### config.mk
export PLATFORM = sky130hd
export DESIGN_NAME = fetch_unit
export DESIGN_NICKNAME = d
export VERILOG_FILES = /design/src/rtl/arm_pkg.sv /design/src/rtl/fetch_fifo.sv /design/src/rtl/fetch_unit.sv
export SDC_FILE = /design/constraint.sdc
export NUM_CORES = 1
export LEC_CHECK = 0
export CORE_ASPECT_RATIO = 0.7
export CORE_MARGIN = 2
export CORE_UTILIZATION = 57
export CTS_BUF_LIST = sky130_fd_sc_hd__clkbuf_8
export DETAILED_ROUTE_END_ITERATION = 16
export PLACE_DENSITY = 0.88
export SLEW_MARGIN = 30
export SYNTH_ARGS = -nofsm -noshare
export SYNTH_HDL_FRONTEND = slang
export SYNTH_SLANG_ARGS = --single-unit
### constraint.sdc
create_clock -name clk -period 3.7 [get_ports clk]
set_clock_uncertainty 0.15 [all_clocks]
set_input_delay 0.74 -clock clk [delete_from_list [all_inputs] [get_ports clk]]
set_output_delay 0.74 -clock clk [all_outputs]
set_load 0.01 [all_outputs]
### src/rtl/arm_pkg.sv
// Shared types and constants for the instruction fetch path: reset address,
// word size, fetch state encoding and the buffered {pc, instr} entry.
package arm_pkg;

   localparam logic [31:0] RESET_PC_DEFAULT = 32'h0000_0000;
   localparam int          WORD_BYTES       = 4;

   typedef enum logic [1:0] {
      IDLE,
      WAIT,
      FLUSH
   } fetch_state_t;

   typedef struct packed {
      logic [31:0] pc;
      logic [31:0] instr;
   } fetch_entry_t;

   // Sequential fetch address; 32-bit arithmetic wraps FFFF_FFFC -> 0 naturally.
   function automatic logic [31:0] next_pc(input logic [31:0] pc);
      return pc + 32'(WORD_BYTES);
   endfunction

   function automatic logic [31:0] align_pc(input logic [31:0] addr);
      return addr & ~(32'(WORD_BYTES) - 32'd1);
   endfunction

endpackage

### src/rtl/fetch_fifo.sv
// Small instruction buffer holding {pc, instr} pairs between the memory port
// and the decoder. Head entry is read straight out of the storage registers.
module fetch_fifo
   import arm_pkg::*;
#(
   parameter int DEPTH = 2
) (
   input  logic                     clk,
   input  logic                     rst_n,
   input  logic                     push,
   input  logic                     pop,
   input  logic                     flush,
   input  fetch_entry_t             wr_data,
   output fetch_entry_t             rd_data,
   output logic                     full,
   output logic                     empty,
   output logic [$clog2(DEPTH):0]   count
);

   localparam int AW = $clog2(DEPTH);
   localparam int CW = AW + 1;
   localparam logic [CW-1:0] DEPTH_C = CW'(DEPTH);

   fetch_entry_t  mem [DEPTH];
   logic [AW-1:0] wr_ptr;
   logic [AW-1:0] rd_ptr;
   logic          do_push;
   logic          do_pop;

   assign empty   = (count == '0);
   assign full    = (count == DEPTH_C);
   assign do_pop  = pop && !empty;
   // A full buffer still accepts a write when the head leaves in the same cycle.
   assign do_push = push && (!full || do_pop);
   assign rd_data = mem[rd_ptr];

   // NOTE: sequential state is updated with non-blocking assignments so every
   // register samples pre-edge values regardless of statement order.
   always_ff @(posedge clk or negedge rst_n) begin
      if (!rst_n) begin
         wr_ptr <= '0;
         rd_ptr <= '0;
         count  <= '0;
         // NOTE: storage is reset because the head entry drives instr_out
         // directly, and that output must read zero out of reset.
         for (int i = 0; i < DEPTH; i++) begin
            mem[i] <= '0;
         end
      end else if (flush) begin
         wr_ptr <= '0;
         rd_ptr <= '0;
         count  <= '0;
      end else begin
         if (do_push) begin
            mem[wr_ptr] <= wr_data;
            wr_ptr      <= wr_ptr + 1'b1;
         end
         if (do_pop) begin
            rd_ptr <= rd_ptr + 1'b1;
         end
         count <= count + CW'(do_push) - CW'(do_pop);
      end
   end

endmodule

### src/rtl/fetch_unit.sv
// Instruction fetch unit: issues one outstanding word read at a time, buffers
// returned words for the decoder, and handles redirects from the PC path.
module fetch_unit
   import arm_pkg::*;
#(
   parameter logic [31:0] RESET_PC = RESET_PC_DEFAULT,
   parameter int          DEPTH    = 2
) (
   input  logic        clk,
   input  logic        rst_n,
   output logic        imem_req,
   output logic [31:0] imem_addr,
   input  logic        imem_ack,
   input  logic [31:0] imem_rdata,
   output logic [31:0] instr_out,
   output logic [31:0] instr_pc,
   output logic        instr_valid,
   input  logic        instr_ready,
   input  logic        pc_load,
   input  logic [31:0] pc_target
);

   localparam int CW = $clog2(DEPTH) + 1;
   localparam logic [CW-1:0] DEPTH_C = CW'(DEPTH);

   fetch_state_t  state;
   logic [31:0]   fetch_pc;
   logic [CW-1:0] fifo_count;
   logic [CW-1:0] count_after;
   logic          fifo_full;
   logic          fifo_empty;
   logic          ack_live;
   logic          push;
   logic          pop;
   logic          slot_free;
   fetch_entry_t  wr_entry;
   fetch_entry_t  head;

   assign ack_live = (state == WAIT) && imem_ack;
   assign pop      = instr_valid && instr_ready;
   assign push     = ack_live && !pc_load && (!fifo_full || pop);
   assign wr_entry = '{pc: fetch_pc, instr: imem_rdata};

   // Occupancy once this cycle's push/pop/flush land; a new request is only
   // issued when that leaves room for the word it will bring back.
   // NOTE: every always_comb output gets a default first, so no path can
   // leave it unassigned and infer a latch.
   always_comb begin
      count_after = fifo_count;
      if (pc_load) begin
         count_after = '0;
      end else begin
         count_after = fifo_count + CW'(push) - CW'(pop);
      end
   end

   assign slot_free = (count_after < DEPTH_C);

   always_ff @(posedge clk or negedge rst_n) begin
      if (!rst_n) begin
         state    <= IDLE;
         fetch_pc <= RESET_PC;
         imem_req <= 1'b0;
      end else begin
         case (state)
            IDLE: begin
               if (pc_load) begin
                  fetch_pc <= align_pc(pc_target);
                  state    <= WAIT;
                  imem_req <= 1'b1;
               end else if (slot_free) begin
                  state    <= WAIT;
                  imem_req <= 1'b1;
               end
            end
            WAIT: begin
               if (pc_load) begin
                  fetch_pc <= align_pc(pc_target);
                  if (imem_ack) begin
                     // The old request completed this cycle, so the target
                     // can be requested immediately; its data is dropped.
                     state    <= WAIT;
                     imem_req <= 1'b1;
                  end else begin
                     state    <= FLUSH;
                     imem_req <= 1'b0;
                  end
               end else if (imem_ack) begin
                  fetch_pc <= next_pc(fetch_pc);
                  if (slot_free) begin
                     state    <= WAIT;
                     imem_req <= 1'b1;
                  end else begin
                     state    <= IDLE;
                     imem_req <= 1'b0;
                  end
               end
            end
            FLUSH: begin
               if (pc_load) begin
                  fetch_pc <= align_pc(pc_target);
               end
               if (imem_ack) begin
                  state    <= WAIT;
                  imem_req <= 1'b1;
               end
            end
            default: begin
               state    <= IDLE;
               imem_req <= 1'b0;
            end
         endcase
      end
   end

   fetch_fifo #(
      .DEPTH (DEPTH)
   ) u_fifo (
      .clk     (clk),
      .rst_n   (rst_n),
      .push    (push),
      .pop     (pop),
      .flush   (pc_load),
      .wr_data (wr_entry),
      .rd_data (head),
      .full    (fifo_full),
      .empty   (fifo_empty),
      .count   (fifo_count)
   );

   assign imem_addr   = fetch_pc;
   assign instr_valid = !fifo_empty;
   assign instr_out   = head.instr;
   assign instr_pc    = head.pc;

endmodule

# ---- After elaboration in Yosys (flattened, before gate mapping)
# Cells that the tools add are included.
dict set report totals {
  reg_bits 167
  inputBits 69
  out_inout_bits 98
}
dict set report op_classes {
  add_sub_neg 7
  order_cmp 4
  eq_ne 7
  n_mux 32
  n_bitwise 3
  n_reduce_logical 21
}
# cell count
set op_table {}
lappend op_table {{2-to-1 mux 64 bit} 4}
lappend op_table {{bitwise mux 128 bit} 1}
lappend op_table {{2-to-1 mux 32 bit} 3}
lappend op_table {{demux 64 bit (select 1 bit)} 1}
lappend op_table {{case mux 32 bit (2 select lines)} 1}
lappend op_table {{adder 32 x 3 -> 32 bit, second input constant} 1}
lappend op_table {{2-to-1 mux 2 bit} 8}
lappend op_table {{2-to-1 mux 1 bit} 12}
lappend op_table {{logical AND 1 bit} 7}
lappend op_table {{inequality test 3 bit, second input constant} 2}
lappend op_table {{case mux 2 bit (3 select lines)} 1}
lappend op_table {{AND reduction 3 bit} 2}
lappend op_table {{nonzero test 2 bit} 3}
lappend op_table {{adder 2 x 1 -> 2 bit} 2}
lappend op_table {{equality test 2 bit, second input constant} 2}
lappend op_table {{>= comparator 2 bit, second input constant} 2}
lappend op_table {{logical NOT 2 bit} 2}
lappend op_table {{NOT 1 -> 2 bit} 2}
lappend op_table {{subtractor 2 x 1 -> 2 bit} 2}
lappend op_table {{logical NOT 1 bit} 3}
lappend op_table {{case mux 1 bit (3 select lines)} 1}
lappend op_table {{adder 1 bit, second input constant} 2}
lappend op_table {{equality test 2 x 1 -> 1 bit, second input constant} 1}
lappend op_table {{logical OR 1 bit} 2}
lappend op_table {{other kinds (7)} 7}

# ---- Depth between registers and ports, before layout
# Gate-level depths: netlist of the first run.
dict set report logic_depth {
  word_depth 13
  ltp_mapped 7
  mapped_depth_nobuf 7
}

# ---- Hierarchy
# From an unflattened synthesis of the first run, not the netlist that was laid out.
dict set report unflattened {
  hier_cells 639
  area_unflattened_um2 8311.7
}
# module n_inst cells_per_inst area_each_um2 seq_area_each_um2
set by_module_without_submodules {}
lappend by_module_without_submodules {fetch_fifo 1 365 5979.5 3303.2}
lappend by_module_without_submodules {fetch_unit 1 274 2332.2 800.8}

# ---- Least setup slack after synthesis of the first run
# Ideal clock, no wire load.
dict set report synth_timing {
  path_type {input to register}
  from {input port pc_load}
  to {register u_fifo.mem[64] (netlist bit)}
  setup_ns 0.125
  arrival_time_ns 2.070
  slack_ns 1.355
  cell_stages 6
  n_path_buf 2
  path_cell_list {nand4bb_1 -> a21oi_1 -> nor2b_1 -> buf_2 -> buf_2 -> mux2_2}
}
dict set report synth_via {
  elab_chain_cells 5
  word_cells_on_any_way 6
  classes_between {bitwise (1); reduce/logical (5)}
}
# item line
set synth_rtl {}
lappend synth_rtl {{start: declaration} fetch_unit.sv:19} ;# input logic pc_load,
lappend synth_rtl {{logical NOT 1 bit} fetch_unit.sv:41} ;# assign push = ack_live && !pc_load && (!fifo_full || pop);
lappend synth_rtl {{logical AND 1 bit (2 in series)} fetch_unit.sv:41}
lappend synth_rtl {{logical AND 1 bit} fetch_fifo.sv:34} ;# assign do_push = push && (!full || do_pop);
lappend synth_rtl {{AND reduction 2 bit (no line) (*)} n/a}
lappend synth_rtl {{end signal: indexed assignment} fetch_fifo.sv:55} ;# mem[wr_ptr] <= wr_data;
lappend synth_rtl {{end: declaration} fetch_fifo.sv:24} ;# fetch_entry_t mem [DEPTH];
# Every way passes the cells marked *; elsewhere a longest branch is shown, timed or not.
# A chain may end at the register's enable or synchronous reset.

# ---- Worst setup path in the final report of the first run
dict set report layout_timing {
  from {register u_fifo.rd_ptr}
  to {output port instr_out[15]}
}
dict set report layout_via {
  elab_chain_cells 4
}
# item line
set layout_rtl {}
lappend layout_rtl {{start: declaration} fetch_fifo.sv:26} ;# logic [AW-1:0] rd_ptr;
lappend layout_rtl {{start signal: assignment} fetch_fifo.sv:59} ;# rd_ptr <= rd_ptr + 1'b1;
lappend layout_rtl {{NOT 1 -> 2 bit (not written as such)} fetch_fifo.sv:35} ;# assign rd_data = mem[rd_ptr];
lappend layout_rtl {{2-to-1 mux 64 bit (not written as such) (3 in series)} fetch_fifo.sv:35}
lappend layout_rtl {{end: declaration} fetch_unit.sv:15} ;# output logic [31:0] instr_out,
# No other way between the ends. The select of a mux whose other input is x is not followed.

==> flow_metrics.py, run 1 <==
metrics = {
    "global_route": {
        "global_route_congestion_overflow_total": 0,
        "grt_pass1_vias": 5961,
        "grt_pass1_wl_um": 30120,
        "grt_max_degree": 81,
        "grt_usage_pct": 26.73,
        "antenna_found_initial": 0,
    },
    "yosys": {
        "postSynthAreaPerCell_sq_um": 12.42,
        "synth.distinct_cells": 53,
        "syn-instance-count": 627,
        "synth.area.top_cells": "sky130_fd_sc_hd__dfrtp_1 51%, sky130_fd_sc_hd__mux2_2 27%, sky130_fd_sc_hd__a21oi_1 1.3%, sky130_fd_sc_hd__nand2_1 1.3%, sky130_fd_sc_hd__nand4_1 1.2%",
        "number_of_synthesized_flops_with_an_enable_pin": 0,
        "synth-seq-cells": 160,
        "synth-main-ff-cell": "sky130_fd_sc_hd__dfrtp_1",
        "synth_top_area_share_pct": 51.41,
        "yosys.area.top_type": "sky130_fd_sc_hd__dfrtp_1",
        "synth_seq_area_share_pct": 51.41,
        "proportion_of_register_bits_with_asynchronous_set_or_reset_after_synthesis_pct": 100.0,
        "warnings_from_yosys": 0,
        "synthesis.area_sq_mm": 0.007789,
    },
    "layout": {
        "area_growth_syn_to_layout_pct": 28.10,
        "antennaDiodeCount": 0,
        "nets": 850,
        "most-common-layout-cells": "187 x sky130_fd_sc_hd__mux2_2, 159 x sky130_fd_sc_hd__dfrtp_1, 159 x sky130_fd_sc_hd__clkdlybuf4s50_1",
        "mostFrequentLayoutCell": "sky130_fd_sc_hd__mux2_2",
        "layout-drive-gt1-share_pct": 31.81,
        "finish.cell_count_without_fillers": 974,
    },
    "place": {
        "dp_hpwl_um": 13170,
        "placed_cells": 943,
        "routabilityCongestion": 0.9554,
        "portBuffers": 160,
    },
    "critical_path": {
        "worst_ep_required_time_ps": 2810,
        "cp_slowest_stage_delay_ps": 510,
        "path_max_fanout": 39,
        "ff2ff_setup_slack_ps": 1240,
        "arrival_ps": 2180,
        "setup.worst_path.class": "reg2out",
        "r2r_cells": 5,
        "critical_path.cell_chain": "buf_4 > mux2_2 > clkdlybuf4s50_1",
        "cp_startpoint_kind": "flop",
        "r2r-end": "imem_addr[30]",
        "worst_setup_path_end_kind": "output port",
        "crit_slowest_cell": "sky130_fd_sc_hd__clkdlybuf4s50_1",
        "worst_r2r_startpoint": "imem_addr[2]",
        "cp_bufs_invs": 2,
        "cpLargestDelayFamily": "buffers and inverters",
    },
    "clocking": {
        "post-cts-setup-buffers": 0,
        "ctsHoldBuffers": 0,
        "cts_root_buf": "sky130_fd_sc_hd__clkbuf_8",
        "cts.sink_count": 160,
        "clock_tree.htree_level_count": 4,
        "number_of_buffers_added_by_the_clock_tree_synthesis_step": 17,
        "clkTransAtPathRegs_ps": 90,
        "post_cts.resized_instances": 0,
        "cts_max_path_buffers": 2,
        "insertion_delay_ps": 450,
        "cts_tree": "yes",
    },
    "floorplan": {
        "die-width_um": 143.7,
        "floorplan.rows": 35,
        "initial_core_util_pct": 58.70,
        "core-area_sq_mm": 0.01327,
        "die_h_um": 101.8,
        "io_pins": 167,
        "die_area_sq_mm": 0.01463,
    },
    "sta": {
        "final.setup.tns_ps": 0,
        "final_cycle_utilization_of_the_critical_path_pct": 83.08,
        "hold-worst-slack_ps": 148.6,
        "count_of_final_hold_check_violations": 0,
        "min_period_ps": 3074,
        "max_transition_margin_pct": 38.25,
        "rsz_0062_raised_after_global_routing": "false",
        "maxSlewViolCount": 0,
        "tightestPinTransition_ps": 913.8,
        "maxClockFrequency_ghz": 0.3253,
        "setup-violations-final": 0,
    },
    "power": {
        "power.static_leakage_nw": 4.095,
        "net-switching-power_mw": 2.978,
        "total_chip_power_mw": 8.726,
        "peakVddDrop_mv": 0.4681,
        "internal-power_mw": 5.748,
        "p_clk_share_pct": 15.9,
        "fraction_of_power_consumed_by_combinational_cells_pct": 46.1,
        "pwr_density_cell_mw_per_mm2": 874.6,
        "p_seq_share_pct": 38.0,
        "power_switching_share_pct": 34.12,
    },
    "outcome": {
        "status": "complete, no violations",
    },
    "detailed_routing": {
        "antenna_left": 0,
        "drt_pre_antenna_iters": 5,
        "avgViaCountPerCell": 5.993,
        "detailroute.via_count": 5837,
        "starting_drc_count_in_detailed_routing": 651,
        "wl_per_cell_um": 19.50,
        "drc": 0,
        "routed_wl_um": 18990,
    },
    "flow_run": {
        "max-cap-violations": 0,
    },
    "min_path": {
        "min_path_type": "in2async",
    },
}
Yosys cell counts (all sizes together) (5+ instances only):
cell,instances
a21oi,20
a311oi,6
a31oi,5
a32oi,9
and2,8
buf,26
clkbuf,23
dfrtp,160
mux2,187
nand2,26
nand3,15
nand4,17
nor2,25
nor3,6
nor4,8
o22ai,6
o32ai,5
xnor2,5
metrics by stage:
step,utilization (%),cell area (sq um),setup WS [ps]
final,75.19,9977,625.9
after global routing,75.19,9977,534.0
after CTS,75.19,9977,594.1
after detailed placement,71.98,9550,490.9
after global placement,71.98,9550,601.5
after floorplan,-,7800,1355
state kept, by name, summed over array words and instances (netlist names):
register       count
u_fifo.wr_ptr      1
imem_addr         30
u_fifo.mem       124
state              2
u_fifo.count       2
u_fifo.rd_ptr      1
power groups by stage:
stage	clock network, mW	logic (mW)	registers (mW)
2_1_floorplan	0	2.33	3.10
3_3_place_gp	0	3.89	3.22
3_5_place_dp	0	4.02	3.32
4_1_cts	1.41	4.05	3.29
5_1_grt	1.48	4.32	3.42
6_report	1.38	4.03	3.32
worst max path at each step:
stage	from	slack, ps	depth (start not counted)	endpoint
after CTS	u_fifo.rd_ptr	590	3	instr_out[15]
after detailed placement	imem_ack	490	6	u_fifo.mem[108]
after global routing	u_fifo.rd_ptr	530	3	instr_out[6]
after floorplan	pc_load	1360	6	u_fifo.mem[64]
after global placement	imem_ack	600	6	u_fifo.mem[110]
final	u_fifo.rd_ptr	630	3	instr_out[15]
routing by layer:
metal	track usage, %	routed length, um
met1	35.41	8133
met2	44.40	9178
met4	10.11	362
met5	0	0
met3	5.106	1318
kinds of logic (layout without fill, tap and decap cells):
logic type	after synthesis	after routing	synth area share [%]
compound gates	77	77	6.972
xor+xnor	6	6	0.6747
fa+ha+maj	4	4	0.6426
buf+inv	54	213	3.325
flops	160	160	51.41
mux	189	189	27.29
other cells	1	4	0.04815
simple gates	136	136	9.638
area by class of cell:
cell class	count	area [sq um]
clock inverter	14	192.7
inverter	5	18.77
timing repair buffer	177	1743
multi-input combinational	416	3552
tap	185	231.5
fill	856	3292
clock buffer	17	234.0
sequential	160	4005
worst register-to-register path: stages, from the launching register on:
cell	delay (ps)
sky130_fd_sc_hd__dfrtp_1	470
sky130_fd_sc_hd__ha_1	290
sky130_fd_sc_hd__nand4_2	210
sky130_fd_sc_hd__or4_4	640
sky130_fd_sc_hd__or4_1	540
sky130_fd_sc_hd__nand3_1	100
No activity file was read; power rests on OpenSTA's default activity.
==> run 2, diff against run 1 <==
- CORE_UTILIZATION: 57 -> 53
- PLACE_DENSITY: 0.88 -> 0.83
- clock period: 3.7 -> 3.2 ns (I/O delays scaled with it)
==> flow_metrics.py, run 2 (synthesis results as in run 1) <==
metrics = {
    "detailed_routing": {
        "avgViaCountPerCell": 5.884,
        "routed_wl_um": 19370,
        "antenna_left": 0,
        "starting_drc_count_in_detailed_routing": 489,
        "wl_per_cell_um": 19.55,
        "drc": 0,
        "detailroute.via_count": 5831,
        "drt_pre_antenna_iters": 5,
    },
    "place": {
        "routabilityCongestion": 0.8726,
        "dp_hpwl_um": 13400,
        "portBuffers": 160,
        "place_ws_ps": 358.6,
    },
    "floorplan": {
        "die_h_um": 105.4,
        "core-area_sq_mm": 0.01454,
        "initial_core_util_pct": 53.58,
        "floorplan.rows": 37,
        "die_area_sq_mm": 0.01570,
        "io_pins": 167,
        "die-width_um": 148.9,
    },
    "critical_path": {
        "worst_ep_required_time_ps": 2410,
        "setup.worst_path.class": "reg2out",
        "arrival_ps": 2220,
        "path_max_fanout": 38,
        "worst_setup_path_end_kind": "output port",
        "r2r_cells": 5,
        "cp_startpoint_kind": "flop",
    },
    "sta": {
        "min_period_ps": 3014,
        "final.setup.tns_ps": 0,
        "setup-violations-final": 0,
        "count_of_final_hold_check_violations": 0,
        "maxClockFrequency_ghz": 0.3318,
        "fin_ws_ps": 185.8,
        "tightestPinTransition_ps": 679.0,
        "rsz_0062_raised_after_global_routing": "false",
        "maxSlewViolCount": 0,
        "max_transition_margin_pct": 54.57,
        "final_cycle_utilization_of_the_critical_path_pct": 94.19,
    },
    "clocking": {
        "insertion_delay_ps": 450,
        "number_of_buffers_added_by_the_clock_tree_synthesis_step": 17,
        "clkTransAtPathRegs_ps": 80,
        "ctsHoldBuffers": 0,
        "clock_tree.htree_level_count": 4,
        "cts.sink_count": 160,
        "cts_tree": "yes",
        "post_cts.resized_instances": 0,
        "cts_max_path_buffers": 2,
        "cts_root_buf": "sky130_fd_sc_hd__clkbuf_8",
        "post-cts-setup-buffers": 0,
    },
    "flow_run": {
        "max-cap-violations": 0,
    },
    "global_route": {
        "global_route_congestion_overflow_total": 0,
        "grt_max_degree": 66,
        "grt_pass1_vias": 6120,
        "grt_usage_pct": 25.52,
        "antenna_found_initial": 0,
        "grt_pass1_wl_um": 31460,
    },
    "layout": {
        "layout-drive-gt1-share_pct": 32.33,
        "area_growth_syn_to_layout_pct": 28.39,
        "largest_register_ffs": 124,
        "mostFrequentLayoutCell": "sky130_fd_sc_hd__mux2_2",
        "most-common-layout-cells": "187 x sky130_fd_sc_hd__mux2_2, 159 x sky130_fd_sc_hd__dfrtp_1, 159 x sky130_fd_sc_hd__clkdlybuf4s50_1",
        "nets": 855,
        "most_flop_heavy_register": "u_fifo.mem",
    },
    "power": {
        "fraction_of_power_consumed_by_combinational_cells_pct": 47.1,
        "p_clk_share_pct": 13.9,
        "pwr_density_cell_mw_per_mm2": 988.8,
        "peakVddDrop_mv": 0.4990,
        "internal-power_mw": 6.467,
        "net-switching-power_mw": 3.421,
        "p_seq_share_pct": 38.9,
        "power.static_leakage_nw": 4.100,
        "power_switching_share_pct": 34.59,
    },
    "min_path": {
        "min_path_type": "in2async",
    },
    "outcome": {
        "status": "complete, no violations",
    },
}
## run 2: through the flow
step	util, %	power (mW)	instance area, sq um	cells	hold WS (ps)
6_report	68.79	9.888	10000	991	15.42
5_1_grt	68.77	10.46	9997	990	43.69
4_1_cts	68.77	9.932	9997	990	20.76
3_3_place_gp	66.30	8.268	9638	958	330.5
2_1_floorplan	-	6.271	7800	630	194.4
3_5_place_dp	66.30	8.540	9638	958	337.3
## run 2: path summary, 6_finish.rpt
path                                  end           start  slack, ps
max                         instr_out[21]   u_fifo.rd_ptr        190
min                        u_fifo.mem[91]           rst_n         20
max reg2reg                 imem_addr[30]    imem_addr[2]        730
min reg2reg                u_fifo.mem[36]  u_fifo.mem[36]        350
max in group asynchronous    imem_addr[6]           rst_n       1990
min in group clk           u_fifo.mem[36]  u_fifo.mem[36]        350
## run 2: critical path: stages, from the launching register on
cell                              delay [ps]
sky130_fd_sc_hd__dfrtp_2                 590
sky130_fd_sc_hd__buf_12                  300
sky130_fd_sc_hd__mux2_2                  370
sky130_fd_sc_hd__clkdlybuf4s50_1         490
## run 2: area by class of cell
cell class / instances / area (sq um)
flip-flops and latches: 160 / 4005
fillers: 1039 / 4537
clock inverters: 13 / 97.59
clock buffers: 19 / 261.5
diodes: 1 / 2.502
repair buffers: 182 / 1818
multi-input cells: 416 / 3552
inverters: 5 / 18.77
well taps: 195 / 244.0
## run 2: layer usage
layer  global-route usage, %  vias up  wire length (um)
met5                       0        -                 0
met2                   41.08      263              9379
met4                   10.41        0               481
met1                   33.81     2903              8043
li1                        -     2621                 -
met3                   5.498       44              1468
## run 2: power groups by stage
| stage | clock, mW | sequential, mW | combinational, mW |
|---|---|---|---|
| final | 1.38 | 3.85 | 4.66 |
| after global routing | 1.49 | 3.99 | 4.98 |
| after CTS | 1.40 | 3.84 | 4.69 |
| after detailed placement | 0 | 3.88 | 4.66 |
| after global placement | 0 | 3.75 | 4.52 |
| after floorplan | 0 | 3.58 | 2.69 |
